File: src/rtl/fetch_queue.sv
// Instruction prefetch queue: owns the fetch PC, buffers up to DEPTH {pc, instr}
// pairs from a combinational instruction memory and flushes on a taken branch.
module fetch_queue #(
  parameter int unsigned          AW       = 32,
  parameter int unsigned          IW       = 32,
  parameter int unsigned          DEPTH    = 4,
  parameter logic        [AW-1:0] RESET_PC = '0
) (
  input  logic                         clk_i,
  input  logic                         rst_ni,
  output logic [AW-1:0]                im_addr_o,
  input  logic [IW-1:0]                im_data_i,
  input  logic                         fetch_en_i,
  input  logic                         redirect_i,
  input  logic [AW-1:0]                redirect_pc_i,
  output logic                         out_valid_o,
  output logic [AW-1:0]                out_pc_o,
  output logic [IW-1:0]                out_instr_o,
  input  logic                         out_ready_i,
  output logic [$clog2(DEPTH):0]       count_o,
  output logic                         full_o
);

  localparam int unsigned PW = $clog2(DEPTH);
  localparam int unsigned CW = PW + 1;
  localparam logic [CW-1:0] DEPTH_C = CW'(DEPTH);

  typedef struct packed {
    logic [AW-1:0] pc;
    logic [IW-1:0] instr;
  } entry_t;

  entry_t        mem_q [DEPTH];
  logic [PW-1:0] rptr_q, rptr_d;
  logic [PW-1:0] wptr_q, wptr_d;
  logic [CW-1:0] cnt_q,  cnt_d;
  logic [AW-1:0] fpc_q,  fpc_d;

  logic not_empty;
  logic pop;
  logic push;

  // A redirect masks the head so the branch shadow is never consumed.
  assign not_empty = (cnt_q != '0);
  assign pop       = not_empty & ~redirect_i & out_ready_i;
  assign push      = fetch_en_i & ~redirect_i & ((cnt_q != DEPTH_C) | pop);

  // NOTE: next-state logic is purely combinational; every _d gets a default
  // first so no path through the block can infer a latch.
  always_comb begin
    rptr_d = rptr_q;
    wptr_d = wptr_q;
    cnt_d  = cnt_q;
    fpc_d  = fpc_q;

    if (redirect_i) begin
      rptr_d = wptr_q;
      cnt_d  = '0;
      fpc_d  = redirect_pc_i;
    end else begin
      if (pop) begin
        rptr_d = rptr_q + PW'(1);
      end
      if (push) begin
        wptr_d = wptr_q + PW'(1);
        fpc_d  = fpc_q + AW'(1);
      end
      unique case ({push, pop})
        2'b10:   cnt_d = cnt_q + CW'(1);
        2'b01:   cnt_d = cnt_q - CW'(1);
        default: cnt_d = cnt_q;
      endcase
    end
  end

  // NOTE: state registers use non-blocking assignments only, so every flop
  // samples the values from before the edge regardless of block ordering.
  always_ff @(posedge clk_i or negedge rst_ni) begin
    if (!rst_ni) begin
      rptr_q <= '0;
      wptr_q <= '0;
      cnt_q  <= '0;
      fpc_q  <= RESET_PC;
    end else begin
      rptr_q <= rptr_d;
      wptr_q <= wptr_d;
      cnt_q  <= cnt_d;
      fpc_q  <= fpc_d;
    end
  end

  // NOTE: the storage array is reset on purpose: the head is read straight from
  // it, and the outputs must be defined (zero) right after reset.
  always_ff @(posedge clk_i or negedge rst_ni) begin
    if (!rst_ni) begin
      for (int i = 0; i < int'(DEPTH); i++) begin
        mem_q[i] <= '0;
      end
    end else if (push) begin
      mem_q[wptr_q] <= '{pc: fpc_q, instr: im_data_i};
    end
  end

  assign im_addr_o   = fpc_q;
  assign out_valid_o = not_empty & ~redirect_i;
  assign out_pc_o    = mem_q[rptr_q].pc;
  assign out_instr_o = mem_q[rptr_q].instr;
  assign count_o     = cnt_q;
  assign full_o      = (cnt_q == DEPTH_C);

endmodule
File: config.mk
export PLATFORM = sky130hd
export DESIGN_NAME = fetch_queue
export DESIGN_NICKNAME = d
export VERILOG_FILES = /design/src/rtl/fetch_queue.sv
export SDC_FILE = /design/constraint.sdc
export NUM_CORES = 1
export LEC_CHECK = 0
export CELL_PAD_IN_SITES_DETAIL_PLACEMENT = 0
export CELL_PAD_IN_SITES_GLOBAL_PLACEMENT = 1
export CORE_MARGIN = 2
export CORE_UTILIZATION = 45
export CTS_BUF_LIST = sky130_fd_sc_hd__clkbuf_8
export CTS_CLUSTER_DIAMETER = 80
export DETAILED_ROUTE_END_ITERATION = 10
export PLACE_DENSITY_LB_ADDON = 0.08
export SLEW_MARGIN = 20
export SYNTH_ARGS = -nofsm -noshare
export SYNTH_HDL_FRONTEND = slang
export SYNTH_SLANG_ARGS = --single-unit
File: constraint.sdc
create_clock -name clk_i -period 2.15 [get_ports clk_i]
set_input_delay 0.5375 -clock clk_i [delete_from_list [all_inputs] [get_ports clk_i]]
set_output_delay 0.5375 -clock clk_i [all_outputs]
set_load 0.01 [all_outputs]
==> results of run 1 <==
final timing paths:
| kind | from | end | slack (ns) |
|---|---|---|---|
| max | rptr_q[0] | out_pc_o[10] | -0.51 |
| min | rst_ni | mem_q[203] | 0.44 |
| min in group clk_i | redirect_i | count_o[1] | 0.44 |
| max reg2reg | count_o[0] | mem_q[188] | -0.19 |
| max in group asynchronous | rst_ni | im_addr_o[17] | 0.93 |
| min reg2reg | mem_q[13] | mem_q[13] | 0.50 |
registers in the layout (all words and copies together), names as in the netlist:
signal,cells
count_o,3
im_addr_o,32
mem_q,256
rptr_q,2
wptr_q,2
kinds of logic after synthesis:
family,count (synthesis)
buffers and inverters,72
XOR/XNOR,31
multiplexers,324
adder cells (fa/ha/maj),6
AO/OA/AOI/OAI,50
AND/OR/NAND/NOR,123
flip-flops,295
cell usage after synthesis (2+ instances only):
cell      number
dfrtp_1      295
mux2_4       240
mux4_2        64
nand2_1       42
o21ai_0       31
buf_12        24
clkbuf_1      23
xor2_1        20
mux2_2        18
nand4_1       17
nand3_1       16
buf_2         14
xnor2_1       11
nor2_1         9
and3_1         8
nor3_1         7
ha_1           5
and2_1         4
inv_1          4
nand2_8        4
nor4_1         4
a21oi_1        3
buf_6          3
and4_1         2
clkbuf_2       2
mux2i_1        2
nor2b_1        2
o21a_1         2
o21ai_4        2
o311ai_0       2
o31a_1         2
area by class of cell:
cell class | instances | area (um2)
Sequential cell | 295 | 7390
Clock inverter | 27 | 176
Fill cell | 2558 | 12600
Tap cell | 442 | 553
Inverter | 5 | 18.8
Clock buffer | 62 | 853
Multi-Input combinational cell | 539 | 6850
Timing Repair Buffer | 332 | 3950
power by group:
group / leakage (uW) / internal [uW] / total, uW / switching, uW
logic: 0.00541 / 8460 / 12800 / 4290
clock network: 0.000579 / 2840 / 5160 / 2320
registers: 0.00358 / 8050 / 9460 / 1410
timing repair:
| action | CTS | global route |
|---|---|---|
| buffers inserted | 32 | 9 |
| pin swaps | 8 | 18 |
| resized for setup | 391 | 70 |
| hold endpoints to repair | 31 | 0 |
| endpoints found under the setup margin | 98 | 336 |
| gates cloned | 3 | 28 |
| hold buffers | 1 | 0 |
per-layer routing:
layer / wire [um] / up-vias
li1: - / 3970
met1: 18400 / 4642
met2: 17500 / 216
met3: 1750 / 54
met4: 755 / 0
met5: 0 / -
stage by stage:
stage	cells	utilization, %	total power, uW	TNS (ns)	hold WS (ns)
CTS	1670	58.5	26800	-36.61	0.355
finish	1702	61.2	27400	-59.54	0.437
global route	1702	61.2	28900	-79.49	0.404
global placement	1545	53.8	20600	-66.31	0.454
detailed placement	1545	53.8	20800	-75.02	0.455
floorplan	901	-	16600	0	0.242
worst reg2reg max path, cell delays in order (launching register included):
cell	delay (ns)
dfrtp_1	0.40
buf_6	0.13
or3b_4	0.41
buf_6	0.14
o21ai_4	0.27
nor2_8	0.14
nand2_8	0.21
clkbuf_16	0.23
mux2_4	0.31
==> results.yml, run 1 <==
worst_setup_path:
  cpMaxStageDelayCell: "dfrtp_4"
  crit_path_frequent_cell: "buf_12"
  cp-start-kind: "flip-flop"
  crit_family: "buffers and inverters"
  critPathRequiredTime_ns: 1.61
  critPathKind: "flip-flop to primary output"
  crit_chain: "buf_12 -> buf_16 -> buf_12 -> mux4_2 -> buf_6"
  worstPathArrival_ns: 2.12
  cp_slowest_stage_delay_ns: 0.51
  crit_buf_inv: 4
  critical_path_depth: 5
  critPathCaptureType: "primary output"
  cp_max_fo: 8
  ff2ff_path_depth: 8
sta:
  rsz0062_at_grt: "yes"
  final-hold-violation-count: 0
  setup_viol: 324
  slew_viol_final: 0
  finClkSkew_ns: 0.0176
  finalCritPeriodShare_pct: 124
  fin_ws_ns: -0.510
  relSlewSlack_pct: 62.4
  fmax_mhz: 376
  fin_crit_ns: 2.66
  worstMarginPinSlew_ns: 0.564
clocking:
  cts_tree: "yes"
  root_buffer: "clkbuf_8"
  htreeDepth: 2
  clock_latency_ns: 0.59
  cts.clk_slew.worst_paths_ns: 0.06
  cts_buffer_depth: 3
  cts-buffers-inserted: 52
  clkSinkCount: 295
final_layout:
  antenna_cells: 0
  final_cell_mix: "289 x dfrtp_1, 255 x mux2_4, 79 x buf_6"
  syn2layout_area_growth_pct: 34.3
  drive_gt1_share_pct: 52.4
  final_area_mm2: 0.0198
  layout.nets: 1300
  final_common_cell: "dfrtp_1"
power_and_ir_drop:
  leakagePower_uw: 0.00956
  pwr_density_cell_mw_per_mm2: 1380
  ir_drop_mv: 0.730
floorplan:
  start_util_pct: 45.5
  die-area_mm2: 0.0342
  core_area_mm2: 0.0324
  std_cell_rows: 66
  die_h_um: 185
  ioPinCount: 170
  die_width_um: 185
routing:
  wl_per_cell_um: 22.6
  vias: 8882
  dr.pass1.iters: 4
  viasPerCell: 5.22
  ant_nets: 0
  drcViolationCount: 0
  first_iter_violations: 475
  wl_um: 38400
placement:
  dpl-instance-area_mm2: 0.0174
  pre_cts_ws_ns: -0.269
  placement.io_buffers: 169
  gp_congestion: 0.785
  post-dp-hpwl_um: 22600
grt:
  first_global_vias: 9413
  grt_pass1_wl_um: 55200
  grt_use_total_pct: 21.0
  busiest_layer: "met2"
  met3_usage_pct: 4.03
  use_met1_pct: 31.1
  grt_max_degree: 60
  grtUsageMet2_pct: 31.7
  grt_overflow: 0
  antenna_found_initial: 0
yosys:
  synthXorXnorAreaFrac_pct: 1.84
  synth_top_area_cell: "dfrtp_1"
  synth_top_family_by_area: "multiplexers"
  synth_fa_ha_area_share_pct: 0.560
  synthCells: 901
  async_flop_share_pct: 100
  ys.flop_type: "dfrtp_1"
  syn_nets: 976
  synth_top_area_share_pct: 50.1
  synth-simple-area-share_pct: 4.85
  yosys_warnings: 0
  ys_seq_elements: 295
  netlist_area_mm2: 0.0147
  ys_types: 50
  synth_area_leaders: "dfrtp_1 50%, mux2_4 24%, mux4_2 9.8%"
  synth-edff-count: 0
  avgSynthCellArea_um2: 16.4
  synth_mux_area_share_pct: 35.7
  synth_compound_area_share_pct: 2.17
  synth-seq-area-share_pct: 50.1
hold_path:
  hp-class: "input pin to asynchronous set/reset pin"
outcome:
  status: "complete, but fails checks"
  violations: "setup timing"
run:
  cap_violations: 0
No activity file was read; power rests on OpenSTA's default activity.
==> run 2, diff against run 1 <==
CORE_UTILIZATION = 51   (was 45)
CTS_CLUSTER_SIZE = 16   (was default)
DONT_BUFFER_PORTS = 1   (was default)
==> run 2 against run 1 <==
Against the previous run: the flow finishes with violations (hold timing, setup timing); critical path depth shrank 2; clock power shrank 46%; utilization shrank 5.5 points; die area shrank 12%; clock-buffer cell count shrank 39; worst hold slack lost 0.78 ns; first-iteration DRC count grew 22%; fmax grew 6.1%; clock skew grew 0.0097 ns; global-route usage grew 1.1 points; sequential cell count is the same; sequential power grew 0.7%; critical path type unchanged; largest cell class unchanged.
==> results.yml, run 2 (same netlist as run 1, synthesis figures left out) <==
worst_setup_path:
  cp_max_fo: 7
  cp_slowest_stage_delay_ns: 0.58
  critPathRequiredTime_ns: 1.61
  critPathKind: "flip-flop to primary output"
  worstPathArrival_ns: 1.97
  crit_buf_inv: 2
  critPathCaptureType: "primary output"
  crit_family: "multiplexers"
  cpMaxStageDelayCell: "mux4_2"
  crit_chain: "buf_12 -> clkbuf_16 -> mux4_2"
  cp-start-kind: "flip-flop"
placement:
  placement.io_buffers: 0
  post-dp-hpwl_um: 21200
  gp_congestion: 0.808
sta:
  final-hold-violation-count: 295
  fmax_mhz: 399
  relSlewSlack_pct: 36.5
  finalCritPeriodShare_pct: 117
  fin_crit_ns: 2.51
  rsz0062_at_grt: "yes"
  fin_ws_ns: -0.358
  slew_viol_final: 0
  whs_ns: -0.339
  finClkSkew_ns: 0.0273
  setup_viol: 64
  worstMarginPinSlew_ns: 0.953
floorplan:
  die_width_um: 174
  std_cell_rows: 62
  die-area_mm2: 0.0303
  start_util_pct: 51.6
  ioPinCount: 170
  core_area_mm2: 0.0285
  die_h_um: 174
routing:
  wl_per_cell_um: 25.4
  ant_nets: 0
  viasPerCell: 5.81
  first_iter_violations: 580
  vias: 7654
  dr.pass1.iters: 4
  wl_um: 33500
  drcViolationCount: 0
outcome:
  violations: "hold timing, setup timing"
  status: "complete, but fails checks"
clocking:
  htreeDepth: 1
  hold_buffers: 1
  clkSinkCount: 295
  root_buffer: "clkbuf_8"
  cts.clk_slew.worst_paths_ns: 0.12
  cts_tree: "yes"
  clock_latency_ns: 0.57
  cts-buffers-inserted: 22
  cts_buffer_depth: 3
final_layout:
  final_cell_mix: "293 x dfrtp_1, 240 x mux2_4, 64 x mux4_2"
  utilization_pct: 55.6
  drive_gt1_share_pct: 46.7
  layout.nets: 1006
  syn2layout_area_growth_pct: 7.75
  largest_reg_flops: 256
  nFillCells: 2275
  final_common_cell: "dfrtp_1"
  regMostFlops: "mem_q"
power_and_ir_drop:
  pwr_density_cell_mw_per_mm2: 1350
  ir_drop_mv: 0.583
  leakagePower_uw: 0.00753
grt:
  grt_pass1_wl_um: 52200
  antenna_found_initial: 2
  grt_max_degree: 296
  grt_overflow: 0
  first_global_vias: 8369
  grt_use_total_pct: 22.1
hold_path:
  hp-class: "input pin to asynchronous set/reset pin"
run:
  cap_violations: 0
[run 2: changes by cell type in the layout (fill, tap and decap cells not counted), moves of 16 or more]
cell / delta
dlygate4sd2_1: -25
clkbuf_8: -39
clkdlybuf4s50_1: -74
clkbuf_16: -16
buf_6: -78
buf_4: -35
[run 2: routing by layer]
| metal | vias to the layer above | GRT usage (%) | routed length (um) |
|---|---|---|---|
| met3 | 28 | 5.69 | 2150 |
| met5 | - | 0 | 16 |
| met4 | 2 | 3.40 | 296 |
| met2 | 172 | 36.6 | 16600 |
| li1 | 3344 | - | - |
| met1 | 4108 | 30.1 | 14500 |
[run 2: what timing repair did]
item,in CTS,in global routing
endpoints found under the setup margin,67,139
resized for setup,12,5
gates cloned,3,4
buffers inserted,8,1
endpoints found under the hold margin,297,295
pin swaps,1,2
[run 2: final timing paths]
path                            startpoint      endpoint  slack [ns]  depth (start not counted)
worst max register to register  count_o[0]    count_o[2]        0.06                          6
worst min-delay path                rst_ni    mem_q[202]       -0.34                          0
max in group asynchronous           rst_ni     mem_q[23]        1.69                          0
worst max-delay path             rptr_q[0]  out_pc_o[26]       -0.36                          3
worst min register to register   mem_q[52]     mem_q[52]        0.51                          1
min in group clk_i              redirect_i  im_addr_o[6]        0.07                          1
[run 2: power by group]
part | total [uW] | switching [uW] | internal [uW]
clock | 2780 | 1800 | 975
combinational | 9180 | 3320 | 5860
sequential | 9530 | 1510 | 8020
[run 2: per-stage QoR]
| step | setup slack [ns] | area, um2 | std cells | TNS (ns) | total power (uW) |
|---|---|---|---|---|---|
| floorplan | 0.0330 | 14700 | 901 | 0 | 16600 |
| global placement | 0.0580 | 15200 | 1275 | 0 | 18000 |
| detailed placement | -0.0282 | 15200 | 1275 | -0.0282 | 18400 |
| CTS | -0.400 | 15700 | 1312 | -22.40 | 21600 |
| global route | -0.405 | 15900 | 1318 | -23.63 | 22600 |
| finish | -0.358 | 15900 | 1318 | -19.66 | 21500 |
[run 2: layout make-up]
cell class                 count  area (um2)  share of cell area [%]
sequential                   295        7390                    46.5
timing repair buffer          73         977                    6.15
tap                          384         480                    3.02
clock inverter                 3        17.5                   0.110
antenna                        1        2.50                  0.0158
clock buffer                  23         317                    1.99
inverter                       5        21.3                   0.134
multi-input combinational    534        6680                    42.1
[run 2: worst register-to-register path, cell delays in order, from the launching register on]
cell and delay [ns]:
dfrtp_1 0.42, or3_4 0.40, nand3_2 0.12, nor2_1 0.08, fa_1 0.41, o31a_1 0.31
o311ai_2 0.24
==> run 3, diff against run 2 <==
CAP_MARGIN = 20   (was default)
CORE_UTILIZATION = 56   (was 51)
SLEW_MARGIN = default   (was 20)
clock period = 2.4 ns   (was 2.15 ns; I/O delays follow)
==> run 3 against run 2 <==
Against the previous run: the run still ends with hold timing, setup timing left; largest cell class unchanged; critical path depth did not move; global-route usage rose by 1.8 points; non-clock buffer count is the same; register-to-register slack improved by 0.04 ns; routed wire length fell by 2.1%; final cell count decreased by 3.8%.
==> results.yml, run 3 (same netlist as run 1, synthesis figures left out) <==
grt:
  grt_pass1_wl_um: 52000
  grt_max_degree: 296
  first_global_vias: 8573
  grt_overflow: 0
  antenna_found_initial: 1
  grt_use_total_pct: 23.9
sta:
  fin_ws_ns: -0.132
  fmax_mhz: 395
  setup-tns-final_ns: -6.32
  setup_viol: 60
  rsz0062_at_grt: "yes"
  fin_crit_ns: 2.53
  final-hold-violation-count: 295
  finClkSkew_ns: 0.0300
  relSlewSlack_pct: 58.4
  whs_ns: -0.273
  worstMarginPinSlew_ns: 0.624
  slew_viol_final: 0
  finalCritPeriodShare_pct: 106
routing:
  dr.pass1.iters: 6
  ant_nets: 0
  viasPerCell: 6.06
  wl_per_cell_um: 25.9
  drcViolationCount: 0
  vias: 7683
  wl_um: 32800
  first_iter_violations: 445
worst_setup_path:
  cp-start-kind: "flip-flop"
  critPathRequiredTime_ns: 1.80
  worst-r2r-setup-slack_ns: 0.10
  critPathKind: "flip-flop to primary output"
  timing.rr.start: "count_o[0]"
  worstPathArrival_ns: 1.93
  cp_max_fo: 6
  critPathLaunch: "rptr_q[0]"
  critPathCaptureType: "primary output"
placement:
  dp_cells: 1228
  gp_congestion: 0.823
  placement.io_buffers: 0
  pre_cts_ws_ns: 0.0802
  post-dp-hpwl_um: 21100
hold_path:
  hp-class: "input pin to asynchronous set/reset pin"
power_and_ir_drop:
  pwr_density_cell_mw_per_mm2: 1220
  total_power_uw: 19300
  leakagePower_uw: 0.00750
  ir_drop_mv: 0.716
outcome:
  violations: "hold timing, setup timing"
  status: "complete, but fails checks"
final_layout:
  largest_reg_flops: 256
  regMostFlops: "mem_q"
  nFillCells: 1954
  syn2layout_area_growth_pct: 7.11
  drive_gt1_share_pct: 46.9
  layout.nets: 1006
  final_cells: 1268
  final_common_cell: "dfrtp_1"
  utilization_pct: 60.8
  final_cell_mix: "290 x dfrtp_1, 240 x mux2_4, 64 x mux4_2"
floorplan:
  ioPinCount: 170
  std_cell_rows: 59
  core_area_mm2: 0.0260
  die-area_mm2: 0.0276
  die_h_um: 166
  start_util_pct: 56.7
  die_width_um: 166
run:
  cap_violations: 0
clocking:
  clkSinkCount: 295
  cts_tree: "yes"
  cts-buffers-inserted: 22
  htreeDepth: 1
  cts_buffer_depth: 3
  root_buffer: "clkbuf_8"
  cts.clk_slew.worst_paths_ns: 0.12
  clock_latency_ns: 0.57
==> run 3: changes by cell type in the layout (fill, tap and decap cells not counted), sizes merged <==
cell	delta
clkinv	-2
buf	+1
dlygate4sd3	-1
inv	+1
==> run 3: timing repair <==
item                       CTS  global route
pin swaps                    0             1
cloned                       2             4
resized for setup           13             7
setup endpoints to repair   67            67
hold endpoints to repair   295           295
buffers inserted             8             1
==> run 3: critical path, cell delays in order, from the launching register on <==
cell and delay, ns:
dfrtp_4 0.48, buf_8 0.16, clkbuf_16 0.17, mux4_2 0.55
==> run 3: final cells by class <==
cell class	count	area (um2)	area share, %
Antenna cell	1	2.50	0.0158
Clock inverter	2	15.0	0.0951
Tap cell	335	419	2.65
Sequential cell	295	7390	46.8
Clock buffer	23	317	2.00
Inverter	5	21.3	0.135
Multi-Input combinational cell	534	6670	42.2
Timing Repair Buffer	73	956	6.05
==> run 3: worst paths after layout <==
kind / endpoint / depth (start not counted)
setup / recovery: out_instr_o[30] / 3
hold / removal: mem_q[203] / 0
setup reg to reg: mem_q[71] / 7
hold reg to reg: mem_q[1] / 1
max in group asynchronous: im_addr_o[4] / 0
min in group clk_i: count_o[1] / 1
==> run 3: report_power, final <==
part	internal (uW)	switching, uW	total, uW
Combinational	5240	3010	8250
Sequential	7190	1360	8550
Clock	874	1590	2470
==> run 3: per-stage QoR <==
stage               hold slack, ns  area, um2
global route                -0.329      15800
floorplan                    0.304      14700
CTS                         -0.318      15700
global placement             0.313      15200
detailed placement           0.314      15200
finish                      -0.273      15800
==> run 3: per-layer routing <==
layer | up-vias | track usage [%] | share of wire, %
li1 | 3334 | - | -
met1 | 4141 | 32.4 | 43
met2 | 173 | 39.3 | 49
met3 | 35 | 6.22 | 6.0
met4 | 0 | 5.06 | 1.9
met5 | - | 0 | 0
